**src/rtl/mux_scan_pkg.sv**
```systemverilog
`default_nettype none
// Shared types and constants for mux_scan_ctrl.
// Scan order is selected by MUX_SCAN_MSB_FIRST_EN (defined: 7..0, undefined: 0..7).
package mux_scan_pkg;

  typedef enum logic [0:0] {
    IDLE = 1'b0,
    SCAN = 1'b1
  } state_t;

  localparam int WORD_W   = 8;
  localparam int SEL_W    = 3;
  localparam int HOLD_MAX = 16;
  localparam int HCNT_W   = $clog2(HOLD_MAX);

`ifdef MUX_SCAN_MSB_FIRST_EN
  localparam logic [SEL_W-1:0] FIRST_IDX = 3'd7;
  localparam logic [SEL_W-1:0] LAST_IDX  = 3'd0;

  function automatic logic [SEL_W-1:0] next_idx(input logic [SEL_W-1:0] idx);
    return idx - SEL_W'(1);
  endfunction
`else
  localparam logic [SEL_W-1:0] FIRST_IDX = 3'd0;
  localparam logic [SEL_W-1:0] LAST_IDX  = 3'd7;

  function automatic logic [SEL_W-1:0] next_idx(input logic [SEL_W-1:0] idx);
    return idx + SEL_W'(1);
  endfunction
`endif

endpackage
`default_nettype wire

```
**src/rtl/mux8_1.sv**
```systemverilog
`default_nettype none
// mux8_1: 8-to-1 bit multiplexer, y0 = i[sel].
module mux8_1
  import mux_scan_pkg::*;
(
  input  logic [WORD_W-1:0] i,
  input  logic [SEL_W-1:0]  sel,
  output logic              y0
);

  assign y0 = i[sel];

endmodule
`default_nettype wire

```
**src/rtl/mux_scan_ctrl.sv**
```systemverilog
`default_nettype none
// mux_scan_ctrl: captures an 8-bit word and presents it bit by bit on ser_out,
// each bit for HOLD_CYCLES cycles. Scan order set by MUX_SCAN_MSB_FIRST_EN.
module mux_scan_ctrl
  import mux_scan_pkg::*;
#(
  parameter int HOLD_CYCLES = 1
) (
  input  logic              clk,
  input  logic              rst,
  input  logic [WORD_W-1:0] in_data,
  input  logic              in_valid,
  output logic              in_ready,
  output logic [SEL_W-1:0]  sel_out,
  output logic              ser_out,
  output logic              ser_valid,
  output logic              ser_last,
  output logic              busy
);

  localparam logic [HCNT_W-1:0] HOLD_LAST = HCNT_W'(HOLD_CYCLES - 1);

  state_t              state, state_nxt;
  logic [WORD_W-1:0]   word_reg, word_nxt;
  logic [SEL_W-1:0]    sel_nxt;
  logic [HCNT_W-1:0]   hold_cnt, hold_nxt;
  logic                mux_y;

  always_ff @(posedge clk or posedge rst) begin
    if (rst) begin
      state    <= IDLE;
      word_reg <= '0;
      sel_out  <= FIRST_IDX;
      hold_cnt <= '0;
    end else begin
      state    <= state_nxt;
      word_reg <= word_nxt;
      sel_out  <= sel_nxt;
      hold_cnt <= hold_nxt;
    end
  end

  always_comb begin
    state_nxt = state;
    word_nxt  = word_reg;
    sel_nxt   = sel_out;
    hold_nxt  = hold_cnt;
    in_ready  = 1'b0;
    busy      = 1'b0;
    ser_valid = 1'b0;
    ser_last  = 1'b0;
    case (state)
      IDLE: begin
        // in_ready drops combinationally with rst so no word is offered during reset
        in_ready = ~rst;
        if (in_valid && in_ready) begin
          word_nxt  = in_data;
          sel_nxt   = FIRST_IDX;
          hold_nxt  = '0;
          state_nxt = SCAN;
        end
      end
      SCAN: begin
        busy      = 1'b1;
        ser_valid = 1'b1;
        ser_last  = (sel_out == LAST_IDX);
        if (hold_cnt == HOLD_LAST) begin
          hold_nxt = '0;
          if (sel_out == LAST_IDX) begin
            state_nxt = IDLE;
            sel_nxt   = FIRST_IDX;
          end else begin
            sel_nxt = next_idx(sel_out);
          end
        end else begin
          hold_nxt = hold_cnt + HCNT_W'(1);
        end
      end
      default: state_nxt = IDLE;
    endcase
  end

  mux8_1 u_mux (
    .i   (word_reg),
    .sel (sel_out),
    .y0  (mux_y)
  );

  assign ser_out = mux_y & ser_valid;

endmodule
`default_nettype wire

```
**config.mk**
```make
export PLATFORM = sky130hd
export DESIGN_NAME = mux_scan_ctrl
export DESIGN_NICKNAME = d
export VERILOG_FILES = /design/src/rtl/mux_scan_pkg.sv /design/src/rtl/mux8_1.sv /design/src/rtl/mux_scan_ctrl.sv
export SDC_FILE = /design/constraint.sdc
export NUM_CORES = 1
export LEC_CHECK = 0
export BUFFER_PORTS_ARGS = -buffer_cell sky130_fd_sc_hd__buf_2
export CORE_MARGIN = 5
export CORE_UTILIZATION = 50
export CTS_BUF_LIST = sky130_fd_sc_hd__clkbuf_4 sky130_fd_sc_hd__clkbuf_8 sky130_fd_sc_hd__clkbuf_16
export CTS_CLUSTER_DIAMETER = 200
export CTS_CLUSTER_SIZE = 25
export DETAILED_ROUTE_END_ITERATION = 16
export HOLD_SLACK_MARGIN = 0.08
export PLACE_DENSITY = 0.78
export SYNTH_ARGS = -nofsm -noshare
export SYNTH_HDL_FRONTEND = slang
export SYNTH_SLANG_ARGS = --single-unit
```
**constraint.sdc**
```tcl
create_clock -name clk -period 4.5 [get_ports clk]
set_input_delay 1.125 -clock clk [delete_from_list [all_inputs] [get_ports clk]]
set_output_delay 1.125 -clock clk [all_outputs]
set_load 0.005 [all_outputs]
```
Word level (Yosys, flattened, before mapping). Cells that the tools add are included.

Logic and storage cells: 33. Input bits: 11. Register bits: 16. Output and inout bits: 8.

Muxes and demuxes: 16. Reductions and logical operators: 4. Order comparisons: 1. Equality and inequality tests: 3. Bitwise gates (word level): 3. Add/sub/neg operators: 2.

Operators with widths (count): $mux W3 (3); $mux W4 (2); $pmux W4 S2 (1); $mux W1 (7); $pmux W3 S2 (1); $add A4 B1 Y4 const B (1); $logic_not A4 Y1 (1); $lt A3 B4 Y1 const B (1); $reduce_and A2 Y1 (2); $add A3 B1 Y3 const B (1); $bmux W1 S3 (1); $eq A3 B3 Y1 const B (1); $ne A2 B1 Y1 const B (1); $ne A2 B2 Y1 const B (1); $not A1 Y1 (2); $pmux W1 S2 (1); $and A1 B1 Y1 (1); $logic_and A1 B1 Y1 (1).

Longest topological paths before layout.
Depth in word-level cells: 4. Gate-level depth with buffers: 5.

Modules after synthesis. A second synthesis with hierarchy kept.

Cells, all modules: 61. Area total of the unflattened synthesis: 817.0 µm².

By module, submodules not included: mux_scan_ctrl (cells an instance 58, instances 1, sequential area each 400.4 µm², area an instance 753.2 µm²); mux8_1 (cells an instance 3, instances 1, sequential area each 0.0 µm², area an instance 63.8 µm²).

Worst setup path before layout. OpenSTA, ideal clock, no wires.

Path type: input to output. Start point: in rst. End point: out in_ready. Arrival time: 1220 ps. Required time: 3375 ps. Buffers on the path: 0. Path slack: 2155 ps. Cell stages on the path: 1. Path through: nor2_1.

Longest elaborated chain between the ends: 2.

RTL lines: from (decl) (line mux_scan_ctrl.sv:10) `input logic rst,`; $not A1 Y1 (line mux_scan_ctrl.sv:55) `in_ready = ~rst;`; $mux W1 (line mux_scan_ctrl.sv:52) `case (state)`; to (decl) (line mux_scan_ctrl.sv:13) `output logic in_ready,`.

No other way between the ends.

Worst setup path in the final report.
Start point: reg sel_out[0]. End point: out ser_out.

Longest elaborated chain between the ends: 3.

RTL lines: from (decl) (line mux_scan_ctrl.sv:14) `output logic [SEL_W-1:0] sel_out,`; from (signal assigned) (line mux_scan_ctrl.sv:38) `sel_out <= sel_nxt;`; $bmux W1 S3 (line mux8_1.sv:11) `assign y0 = i[sel];`; $mux W1 (not written as such) (line mux8_1.sv:11); $and A1 B1 Y1 (line mux_scan_ctrl.sv:89) `assign ser_out = mux_y & ser_valid;`; to (decl) (line mux_scan_ctrl.sv:15) `output logic ser_out,`.

No other way between the ends. The select of a mux whose other input is x is not followed.

==> reports/qor.yml <==
drtIter0Drc: 2
synth_area_leaders: "dfrtp_1 (49%), mux2_2 (14%), ha_1 (6.1%)"
fin_area_um2: 955.9
overflow: 0
pwr-share-clk_pct: 15.5
via_per_inst: 5.610
syn_inst: 64
internal_power_w: 0.0004092
dpl_cell_area_um2: 919.6
r2r-start: "state"
critPathKind: "flop to output port"
synth_top_area_cell: "dfrtp_1"
gr-usage-met2_pct: 17.77
p_seq_share_pct: 45.2
slowest_delay_ns: 0.58
grt_util_met3_pct: 3.254
place_congestion: 0.8294
synth_most_common_cell: "dfrtp_1"
ff_latch_area_um2: 400.4
cp_data_arrival_time_ns: 1.63
grt_max_degree: 17
routed_wl_mm: 1.347
busiest_layer: "met2"
hold-path-cell-count: 1
antenna_cells: 0
r2r_end: "word_reg[7]"
setup_viol: 0
antenna_found_initial: 0
cts.clk_slew.worst_paths_ns: 0.09
grt_pass1_vias: 551
cts_tree: "yes"
post_drt_wl_per_cell_um: 13.47
path_cells: "mux4_1 > nor2_1 > a311oi_1 > buf_2"
cts_setup_buffers: 0
die_w_um: 50.55
hold_start: "word_reg[4]"
synthArstFlopShare_pct: 100.0
ys_seq_elements: 16
pin_count: 19
multi_input_area_um2: 390.4
setup_tns_ns: 0
synth.distinct_cells: 21
initial_core_util_pct: 53.33
synth_edf_count: 0
die_h_um: 50.55
cts_max_level: 1
port_buffers: 18
status: "complete, no violations"
rows: 14
cap_viol_max_count: 0
hold_viol_final: 0
drtAntennaViolNets: 0
slowest_stage: "mux4_1"
clockRootBuffer: "clkbuf_4"
nNetsFinal: 100
clock_sinks: 16
die-area_mm2: 0.002555
p_sw_w: 0.0001893
holdCritPathClass: "flop to flop"
power.share.switching_pct: 31.63
drive_gt1_share_pct: 40.48
path_max_fanout: 7
grtUsageTotal_pct: 11.83
largest_reg_flops: 8
synth_fp_nets: 79
area_delta_synth_final_pct: 16.29
whs_endpoint: "word_reg[4]"
insertion_delay_ns: 0.28
synth_area_per_cell_um2: 12.84
cp-end-kind: "output port"
clockBufferDepth: 2
share_comb_of_total_power_pct: 39.4
worst_slew_pin_slew_ns: 0.5756
powerDensity_mw_per_mm2: 626.0
firstDrtPassIters: 4
relSlewSlack_pct: 61.58
fmaxAchievable_mhz: 363.2
rrSetupSlack_ns: 2.93
final.fill_count: 135
grt_pass1_wl_mm: 2.290
cts_hold_buf: 0
required_ns: 3.38
yosysTopAreaCellShare_pct: 48.71
ys_warn_count: 0
core_mm2: 0.001541
synth_flop_cell: "dfrtp_1"
period_share_pct: 61.18
grt_setup_unrepaired: "no"
min_period_ns: 2.753
cts.repair.resized: 0
vias: 561
hpwl_mm: 1.050
syn_area_um2: 822.0
synth_common_cells: "dfrtp_1 (16), mux2_2 (10), inv_1 (5), nor2_1 (5)"
cts_buffers: 3
leakage_nw: 0.4773
finalClockSkew_ns: 0.003818
ff2ff_path_depth: 2
ys_seq_area_share_pct: 48.71
worstSetupStartpointType: "flop"
grtUsageMet1_pct: 14.77
slew_viol_final: 0
vdd_drop_max_mv: 0.3859
drcViolationCount: 0
[placed cells by master (no fill, tap or decap), drive strengths merged]
cell type  netlist  routed
dfrtp           16      16
nand2b           1       1
and2             1       1
and3             1       1
inv              5       5
clkbuf           0       4
and4bb           1       1
a22o             4       4
o21a             1       1
mux2            10      10
a32o             2       2
mux2i            3       3
a21oi            1       1
mux4             1       1
nor3b            1       1
nor2b            3       3
buf              2      18
nor2             5       5
a311oi           1       1
ha               4       4
o31ai            1       1
[logic make-up (layout without fill, tap and decap cells)]
| family | Yosys count | after routing | share of synthesized area [%] |
|---|---|---|---|
| adder cells (fa/ha/maj) | 4 | 4 | 6.089 |
| AO/OA/AOI/OAI | 10 | 10 | 10.20 |
| flip-flops | 16 | 16 | 48.71 |
| AND/OR/NAND/NOR | 13 | 13 | 10.66 |
| buffers and inverters | 7 | 27 | 3.805 |
| multiplexers | 14 | 14 | 20.55 |
[area by class of cell]
class	instances	area share, %
clock buffers	4	3.796
inverters	5	1.963
multi-input cells	41	40.84
flip-flops and latches	16	41.88
well taps	16	2.094
repair buffers	18	9.424
[worst max-delay path, delay by kind of cell, from the launching register on]
family          cells  cell delay, ns
simple gates        1            0.10
compound gates      1            0.04
flops               1            0.49
mux                 1            0.58
buf+inv             1            0.14
[per-layer routing]
metal / vias to the layer above / routed length (µm)
met5: - / 0
met4: 0 / 14
li1: 273 / -
met1: 272 / 611
met3: 2 / 82
met2: 14 / 639
[power by group through the flow]
stage | logic (W) | clock network, W | registers, W
6_report | 0.000236 | 0.0000925 | 0.000270
5_1_grt | 0.000265 | 0.000108 | 0.000281
4_1_cts | 0.000242 | 0.0000977 | 0.000272
3_5_place_dp | 0.000240 | 0 | 0.000275
3_3_place_gp | 0.000228 | 0 | 0.000271
2_1_floorplan | 0.000184 | 0 | 0.000258
[through the flow]
step	std cells	setup slack, ns	power, W	hold WS [ns]	util, %
5_1_grt	100	1.626	0.0006538	0.5391	62.01
2_1_floorplan	64	2.155	0.0004429	0.4720	-
3_3_place_gp	96	1.933	0.0004993	0.4818	59.66
4_1_cts	100	1.724	0.0006121	0.5120	62.01
6_report	100	1.747	0.0005984	0.5079	62.01
3_5_place_dp	96	1.929	0.0005146	0.4903	59.66
[how the worst max path moves through the flow]
| stage | start | slack, ns | endpoint |
|---|---|---|---|
| after floorplan | rst | 2.15 | in_ready |
| final | sel_out[0] | 1.75 | ser_out |
| after CTS | sel_out[0] | 1.72 | ser_out |
| after detailed placement | rst | 1.93 | in_ready |
| after global placement | rst | 1.93 | in_ready |
| after global routing | sel_out[0] | 1.63 | ser_out |
Note: power is estimated with default switching activity, not from simulation.
